[src/rtl/dram_ctrl_pkg.sv]
// Shared types for the DRAM AXI traffic gate: gate FSM states, drain return
// targets and the default AXI request/response structs used on the MIG port.
package dram_ctrl_pkg;

  localparam int unsigned AxiIdW   = 4;
  localparam int unsigned AxiAddrW = 32;
  localparam int unsigned AxiDataW = 32;
  localparam int unsigned AxiStrbW = AxiDataW / 8;

  typedef enum logic [1:0] {
    CALIB   = 2'd0,
    RUN     = 2'd1,
    DRAIN   = 2'd2,
    DRAINED = 2'd3
  } gate_state_e;

  typedef enum logic {
    RET_CALIB   = 1'b0,
    RET_DRAINED = 1'b1
  } drain_ret_e;

  typedef struct packed {
    logic [AxiIdW-1:0]   id;
    logic [AxiAddrW-1:0] addr;
    logic [7:0]          len;
  } dram_ax_chan_t;

  typedef struct packed {
    logic [AxiDataW-1:0] data;
    logic [AxiStrbW-1:0] strb;
    logic                last;
  } dram_w_chan_t;

  typedef struct packed {
    logic [AxiIdW-1:0] id;
    logic [1:0]        resp;
  } dram_b_chan_t;

  typedef struct packed {
    logic [AxiIdW-1:0]   id;
    logic [AxiDataW-1:0] data;
    logic [1:0]          resp;
    logic                last;
  } dram_r_chan_t;

  typedef struct packed {
    dram_ax_chan_t aw;
    logic          aw_valid;
    dram_w_chan_t  w;
    logic          w_valid;
    logic          b_ready;
    dram_ax_chan_t ar;
    logic          ar_valid;
    logic          r_ready;
  } dram_axi_req_t;

  typedef struct packed {
    logic         aw_ready;
    logic         ar_ready;
    logic         w_ready;
    logic         b_valid;
    dram_b_chan_t b;
    logic         r_valid;
    dram_r_chan_t r;
  } dram_axi_resp_t;

endpackage

[src/rtl/dram_txn_counter.sv]
// Saturation-free up/down transaction counter; simultaneous inc and dec hold
// the value. zero_next lets the drain logic react in the same cycle.
module dram_txn_counter #(
  parameter int unsigned Max   = 8,
  parameter int unsigned Width = $clog2(Max + 1)
) (
  input  logic             i_clk,
  input  logic             i_rst_n,
  input  logic             i_inc,
  input  logic             i_dec,
  output logic [Width-1:0] o_count,
  output logic             o_at_max,
  output logic             o_is_zero,
  output logic             o_zero_next
);

  logic [Width-1:0] r_count;
  logic [Width-1:0] w_count_next;

  always_comb begin
    w_count_next = r_count;
    if (i_inc && !i_dec) begin
      w_count_next = r_count + Width'(1);
    end else if (i_dec && !i_inc) begin
      w_count_next = r_count - Width'(1);
    end
  end

  always_ff @(posedge i_clk) begin
    if (!i_rst_n) begin
      r_count <= '0;
    end else begin
      r_count <= w_count_next;
    end
  end

  assign o_count     = r_count;
  assign o_at_max    = (r_count == Width'(Max));
  assign o_is_zero   = (r_count == '0);
  assign o_zero_next = (w_count_next == '0);

  // The gating upstream makes both of these impossible.
  a_no_overflow : assert property (@(posedge i_clk) disable iff (!i_rst_n)
    !(i_inc && !i_dec && o_at_max));
  a_no_underflow : assert property (@(posedge i_clk) disable iff (!i_rst_n)
    !(i_dec && !i_inc && o_is_zero));

endmodule

[src/rtl/dram_traffic_gate.sv]
// AXI valid/ready gate in front of the MIG: waits for stable calibration,
// bounds outstanding bursts and quiesces the port on a drain request.
//
// Handshake rule: a channel beat transfers on a clock edge where valid and
// ready are both high; once the gate presents valid to the MIG it keeps it
// open (sticky grant) until that beat transfers, so valid never retracts.
module dram_traffic_gate
  import dram_ctrl_pkg::*;
#(
  parameter type         axi_req_t         = dram_axi_req_t,
  parameter type         axi_resp_t        = dram_axi_resp_t,
  parameter int unsigned MaxReadTxns       = 8,
  parameter int unsigned MaxWriteTxns      = 8,
  parameter int unsigned CalibStableCycles = 16
) (
  input  logic                                  clk_i,
  input  logic                                  rst_ni,
  input  axi_req_t                              slv_req_i,
  output axi_resp_t                             slv_resp_o,
  output axi_req_t                              mst_req_o,
  input  axi_resp_t                             mst_resp_i,
  input  logic                                  calib_done_i,
  input  logic                                  drain_req_i,
  output logic                                  drain_ack_o,
  output logic                                  calib_lost_o,
  output logic [$clog2(MaxReadTxns+1)-1:0]      rd_outstanding_o,
  output logic [$clog2(MaxWriteTxns+1)-1:0]     wr_outstanding_o,
  output gate_state_e                           dbg_state_o
);

  localparam int unsigned RdW = $clog2(MaxReadTxns + 1);
  localparam int unsigned WrW = $clog2(MaxWriteTxns + 1);
  localparam int unsigned StW = $clog2(CalibStableCycles + 1);
  localparam logic [StW-1:0] StableLast = StW'(CalibStableCycles - 1);

  gate_state_e      r_state, w_state_next;
  drain_ret_e       r_ret, w_ret_next;
  logic             r_calib_lost, w_calib_lost_next;
  logic [StW-1:0]   r_stable_cnt, w_stable_next;
  logic             r_ar_sticky, r_aw_sticky;
  logic             w_ar_sticky_d, w_aw_sticky_d;

  logic             w_ar_open, w_aw_open, w_w_open;
  logic             w_ar_hs, w_aw_hs, w_w_last_hs, w_r_last_hs, w_b_hs;
  logic [RdW-1:0]   w_rd_cnt;
  logic [WrW-1:0]   w_wr_cnt, w_wp_cnt;
  logic             w_rd_at_max, w_wr_at_max, w_wp_at_max;
  logic             w_rd_zero, w_wr_zero, w_wp_zero;
  logic             w_rd_zero_next, w_wr_zero_next, w_wp_zero_next;
  logic             w_idle_next;

  // rst_ni is folded in so the gate is shut in the reset cycle itself.
  assign w_ar_open = rst_ni & (((r_state == RUN) & ~w_rd_at_max) | r_ar_sticky);
  assign w_aw_open = rst_ni & (((r_state == RUN) & ~w_wr_at_max) | r_aw_sticky);

  assign w_ar_hs = slv_req_i.ar_valid & mst_resp_i.ar_ready & w_ar_open;
  assign w_aw_hs = slv_req_i.aw_valid & mst_resp_i.aw_ready & w_aw_open;

  // W may only follow an AW the MIG has accepted, at the latest in the same cycle.
  assign w_w_open    = rst_ni & (~w_wp_zero | w_aw_hs);
  assign w_w_last_hs = slv_req_i.w_valid & mst_resp_i.w_ready & w_w_open & slv_req_i.w.last;
  assign w_r_last_hs = mst_resp_i.r_valid & slv_req_i.r_ready & mst_resp_i.r.last;
  assign w_b_hs      = mst_resp_i.b_valid & slv_req_i.b_ready;

  assign w_ar_sticky_d = slv_req_i.ar_valid & w_ar_open & ~mst_resp_i.ar_ready;
  assign w_aw_sticky_d = slv_req_i.aw_valid & w_aw_open & ~mst_resp_i.aw_ready;

  always_comb begin
    mst_req_o          = slv_req_i;
    mst_req_o.ar_valid = slv_req_i.ar_valid & w_ar_open;
    mst_req_o.aw_valid = slv_req_i.aw_valid & w_aw_open;
    mst_req_o.w_valid  = slv_req_i.w_valid & w_w_open;
    slv_resp_o          = mst_resp_i;
    slv_resp_o.ar_ready = mst_resp_i.ar_ready & w_ar_open;
    slv_resp_o.aw_ready = mst_resp_i.aw_ready & w_aw_open;
    slv_resp_o.w_ready  = mst_resp_i.w_ready & w_w_open;
  end

  dram_txn_counter #(.Max(MaxReadTxns), .Width(RdW)) u_rd_cnt (
    .i_clk       (clk_i),
    .i_rst_n     (rst_ni),
    .i_inc       (w_ar_hs),
    .i_dec       (w_r_last_hs),
    .o_count     (w_rd_cnt),
    .o_at_max    (w_rd_at_max),
    .o_is_zero   (w_rd_zero),
    .o_zero_next (w_rd_zero_next)
  );

  dram_txn_counter #(.Max(MaxWriteTxns), .Width(WrW)) u_wr_cnt (
    .i_clk       (clk_i),
    .i_rst_n     (rst_ni),
    .i_inc       (w_aw_hs),
    .i_dec       (w_b_hs),
    .o_count     (w_wr_cnt),
    .o_at_max    (w_wr_at_max),
    .o_is_zero   (w_wr_zero),
    .o_zero_next (w_wr_zero_next)
  );

  dram_txn_counter #(.Max(MaxWriteTxns), .Width(WrW)) u_wp_cnt (
    .i_clk       (clk_i),
    .i_rst_n     (rst_ni),
    .i_inc       (w_aw_hs),
    .i_dec       (w_w_last_hs),
    .o_count     (w_wp_cnt),
    .o_at_max    (w_wp_at_max),
    .o_is_zero   (w_wp_zero),
    .o_zero_next (w_wp_zero_next)
  );

  // Idle as of the next cycle, so ack rises right after the last response.
  assign w_idle_next = w_rd_zero_next & w_wr_zero_next & w_wp_zero_next &
                       ~w_ar_sticky_d & ~w_aw_sticky_d;

  always_comb begin
    w_state_next      = r_state;
    w_ret_next        = r_ret;
    w_calib_lost_next = r_calib_lost;
    w_stable_next     = '0;
    case (r_state)
      CALIB: begin
        if (calib_done_i) begin
          if (r_stable_cnt == StableLast) begin
            w_state_next = RUN;
          end else begin
            w_stable_next = r_stable_cnt + StW'(1);
          end
        end
      end
      RUN: begin
        if (!calib_done_i) begin
          w_state_next      = DRAIN;
          w_ret_next        = RET_CALIB;
          w_calib_lost_next = 1'b1;
        end else if (drain_req_i) begin
          w_state_next = DRAIN;
          w_ret_next   = RET_DRAINED;
        end
      end
      DRAIN: begin
        if (w_idle_next) begin
          w_state_next = (r_ret == RET_CALIB) ? CALIB : DRAINED;
        end
      end
      DRAINED: begin
        if (!drain_req_i) begin
          w_state_next = calib_done_i ? RUN : CALIB;
        end else if (!calib_done_i) begin
          w_state_next      = CALIB;
          w_calib_lost_next = 1'b1;
        end
      end
      default: w_state_next = CALIB;
    endcase
  end

  always_ff @(posedge clk_i) begin
    if (!rst_ni) begin
      r_state      <= CALIB;
      r_ret        <= RET_CALIB;
      r_calib_lost <= 1'b0;
      r_stable_cnt <= '0;
      r_ar_sticky  <= 1'b0;
      r_aw_sticky  <= 1'b0;
    end else begin
      r_state      <= w_state_next;
      r_ret        <= w_ret_next;
      r_calib_lost <= w_calib_lost_next;
      r_stable_cnt <= w_stable_next;
      r_ar_sticky  <= w_ar_sticky_d;
      r_aw_sticky  <= w_aw_sticky_d;
    end
  end

  assign drain_ack_o      = (r_state == DRAINED);
  assign calib_lost_o     = r_calib_lost;
  assign rd_outstanding_o = w_rd_cnt;
  assign wr_outstanding_o = w_wr_cnt;
  assign dbg_state_o      = r_state;

  a_drained_idle : assert property (@(posedge clk_i) disable iff (!rst_ni)
    (r_state == DRAINED) |-> (w_rd_zero && w_wr_zero && w_wp_zero));
  a_wpend_bounded : assert property (@(posedge clk_i) disable iff (!rst_ni)
    (w_wp_cnt <= w_wr_cnt) && (!w_wp_at_max || w_wr_at_max));

endmodule

[config.mk]
export PLATFORM = sky130hd
export DESIGN_NAME = dram_traffic_gate
export DESIGN_NICKNAME = d
export VERILOG_FILES = /design/src/rtl/dram_ctrl_pkg.sv /design/src/rtl/dram_txn_counter.sv /design/src/rtl/dram_traffic_gate.sv
export SDC_FILE = /design/constraint.sdc
export NUM_CORES = 1
export LEC_CHECK = 0
export ABC_AREA = 1
export ABC_CLOCK_PERIOD_IN_PS = 2650
export CORE_AREA = 8 8 140 142
export CTS_CLUSTER_SIZE = 25
export DETAILED_ROUTE_END_ITERATION = 10
export DIE_AREA = 0 0 148 150
export PLACE_DENSITY_LB_ADDON = 0.3
export SETUP_SLACK_MARGIN = 0.15
export SKIP_LAST_GASP = 1
export SLEW_MARGIN = 10
export SYNTH_ARGS = -nofsm -noshare
export SYNTH_HDL_FRONTEND = slang
export SYNTH_SLANG_ARGS = --single-unit
[constraint.sdc]
create_clock -name clk_i -period 2.65 [get_ports clk_i]
set_input_delay 0.53 -clock clk_i [delete_from_list [all_inputs] [get_ports clk_i]]
set_output_delay 0.53 -clock clk_i [all_outputs]
set_load 0.02 [all_outputs]
==> results <==
-- worst max-delay path: stages --
cell and delay (ns):
clkdlybuf4s50_1 0.55, buf_4 0.22, nand2_1 0.08, nor2_1 0.09, dlygate4sd2_1 0.34
-- through the flow --
| step | instances | total power [mW] | hold slack, ns | utilization [%] |
|---|---|---|---|---|
| global route | 531 | 1.13 | 0.467 | 14.2 |
| floorplan | 419 | 0.970 | 0.418 | - |
| detailed placement | 527 | 0.730 | 0.442 | 13.8 |
| CTS | 531 | 1.07 | 0.457 | 14.2 |
| global placement | 527 | 0.726 | 0.433 | 13.8 |
| finish | 531 | 1.05 | 0.450 | 14.2 |
-- registers in the layout, summed over array words and instances, names as in the netlist --
signal and flops:
u_rd_cnt.o_count 4, r_ret 1, r_ar_sticky 1, dbg_state_o 2
r_aw_sticky 1, u_wp_cnt.o_count 4, r_stable_cnt 5, calib_lost_o 1
u_wr_cnt.o_count 4
-- placed cells by master (no fill, tap or decap), types with 3 or more instances in the layout --
cell type / instances
nand2_1: 52
dlygate4sd2_1: 4
inv_1: 46
nand2_4: 4
nand2_2: 3
clkbuf_16: 3
ha_1: 9
nand4_1: 3
nor3_1: 5
dfxtp_1: 23
xor2_1: 6
o21ai_0: 5
inv_2: 4
a21oi_1: 11
buf_4: 17
nand3_1: 21
clkdlybuf4s50_1: 33
nor2_1: 29
-- layer usage --
metal | GRT usage (%) | up-vias | wire length [µm]
met2 | 11.3 | 140 | 3640
met4 | 7.14 | 2 | 776
met1 | 5.62 | 799 | 2410
met5 | 1.13 | - | 41
met3 | 5.14 | 88 | 1500
li1 | - | 878 | -
-- cell type report --
| type | instances | share of cell area [%] |
|---|---|---|
| clock buffers | 4 | 3.16 |
| inverters | 50 | 7.53 |
| multi-input cells | 169 | 39.2 |
| flip-flops and latches | 23 | 18.5 |
| well taps | 229 | 11.5 |
| repair buffers | 56 | 20.2 |
-- power groups by stage --
stage / logic (mW) / registers [mW] / clock network (mW)
floorplan: 0.561 / 0.409 / 0
global placement: 0.330 / 0.397 / 0
detailed placement: 0.333 / 0.397 / 0
CTS: 0.333 / 0.390 / 0.351
global route: 0.377 / 0.394 / 0.363
finish: 0.328 / 0.389 / 0.337
-- logic make-up (layout without fill, tap and decap cells) --
| family | Yosys count | in the layout |
|---|---|---|
| muxes | 1 | 1 |
| buffers and inverters | 227 | 110 |
| AOI/OAI and AO/OA | 25 | 25 |
| and+or+nand+nor | 126 | 126 |
| DFF | 23 | 23 |
| adders and majority gates | 9 | 9 |
| xor gates and xnor gates | 8 | 8 |
-- timing repair --
| item | CTS | global route |
|---|---|---|
| setup endpoints to repair | 6 | 4 |
| gates cloned | 0 | 0 |
| resized for setup | 6 | 6 |
-- final timing paths --
kind,cells after the start,end,slack (ns)
min,1,r_stable_cnt[0],0.45
max reg2reg,18,dbg_state_o[1],0.41
min reg2reg,1,r_stable_cnt[0],0.45
max,5,slv_resp_o[48],0.31
==> impl_metrics.tcl <==
set metrics [dict create \
    synth-simple-area-share_pct 21.2 \
    root_buffer "clkbuf_16" \
    max_slew_margin_pct 70.6 \
    hp-start "r_stable_cnt[0]" \
    grt_max_degree 17 \
    crit_type "in2out" \
    synth.most_common_cell "buf_4" \
    async_flop_share_pct 0 \
    finalHoldViolations 0 \
    placed_area_mm2 0.00242 \
    synth_top_area_share_pct 44.5 \
    fin_crit_ns 2.34 \
    ys_types 34 \
    syn_nets 612 \
    required_ns 2.12 \
    wl_per_cell_um 15.7 \
    die_w_um 148 \
    setup_slack_ns 0.306 \
    antennaDiodeCount 0 \
    insertion_delay_ns 0.26 \
    synth_common_cells "buf_4 (174), nand2_1 (53), inv_1 (46), nor2_1 (29), dfxtp_1 (23)" \
    dieArea_mm2 0.0222 \
    fin_nets 496 \
    coreArea_mm2 0.0175 \
    rsz0062_at_grt "true" \
    regArea_um2 460 \
    antenna_found_initial 0 \
    die_y_um 150 \
    syn_to_final_growth_pct -15.2 \
    first_pass_iters 4 \
    cp-end-kind "primary output" \
    ys_ff_latch 23 \
    dr_total_vias 1907 \
    hold_class "reg2reg" \
    place_hpwl_um 7190 \
    yosys.area.top_type "buf_4" \
    p_sw_uw 337 \
    synth_fa_ha_area_share_pct 3.83 \
    worstPathMaxFanout 8 \
    comb_power_share_pct 31.1 \
    startpoint_type "input port" \
    p_sw_share_pct 31.9 \
    gp_congestion 0.777 \
    synth-edff-count 0 \
    drt_iter0_drc 35 \
    drt-vias-per-instance 3.59 \
    fin_crit_sh_pct 88.4 \
    r2r_start "u_rd_cnt.o_count[0]" \
    grt_pass1_wl_um 12000 \
    cts_tree "yes" \
    postRouteAntennaNets 0 \
    grt_pass1_vias 1994 \
    initial_core_util_pct 16.8 \
    clock-sinks 23 \
    power_density_mw_per_mm2 423 \
    vdd_drop_max_uv 191 \
    routed_wl_um 8360 \
    clk_path_buf_depth 2 \
    yosysSeqAreaShare_pct 15.7 \
    ys.flop_type "dfxtp_1" \
    finalSetupTns_ns 0 \
    io_pins 376 \
    clk_transition_reported_paths_ns 0.06 \
    arrival_ns 1.81 \
    syn_area_per_cell_um2 7.01 \
    cts_hold_buffers 0 \
    rows 49 \
    p_leak_nw 1.14 \
    synthMuxAreaShare_pct 0.341 \
    p_seq_share_pct 36.9 \
    synth_area_mm2 0.00294 \
    status "completed" \
    place_worst_setup_slack_ns -0.130 \
    netlist_instances 419 \
    n_fill_cell 2063 \
    setup_viol 0 \
    drive_gt1_share_pct 13.6 \
    h-tree-depth 1 \
    synth_area_leaders "buf_4 (44%), dfxtp_1 (16%), nand2_1 (6.8%), inv_1 (5.9%), ha_1 (3.8%)" \
    drcViolationCount 0 \
    grt.overflow.total 0 \
    synth_compound_area_share_pct 5.11 \
    setup.worst_path.start "rst_ni" \
    slew_viol_final 0 \
    max_freq_mhz 427 \
    yosysWarningCount 0 \
    p_int_uw 717 \
    stdcell_area_mm2 0.00249 \
    multi_input_area_um2 976 \
    grt.total_usage_pct 7.18 \
    synth_top_family_by_area "buffers and inverters" \
    numCtsBuffers 3 \
    synth-xor-area-share_pct 2.39 \
    portBuffers 39 \
    p_clk_share_pct 31.9 \
    postCtsSetupBuffers 0 \
    drv_cap 0 \
    finalClockSkew_ns 0.00328 \
    worst_pin_slew_ns 0.442 \
]
No activity file was read; power rests on OpenSTA's default activity.
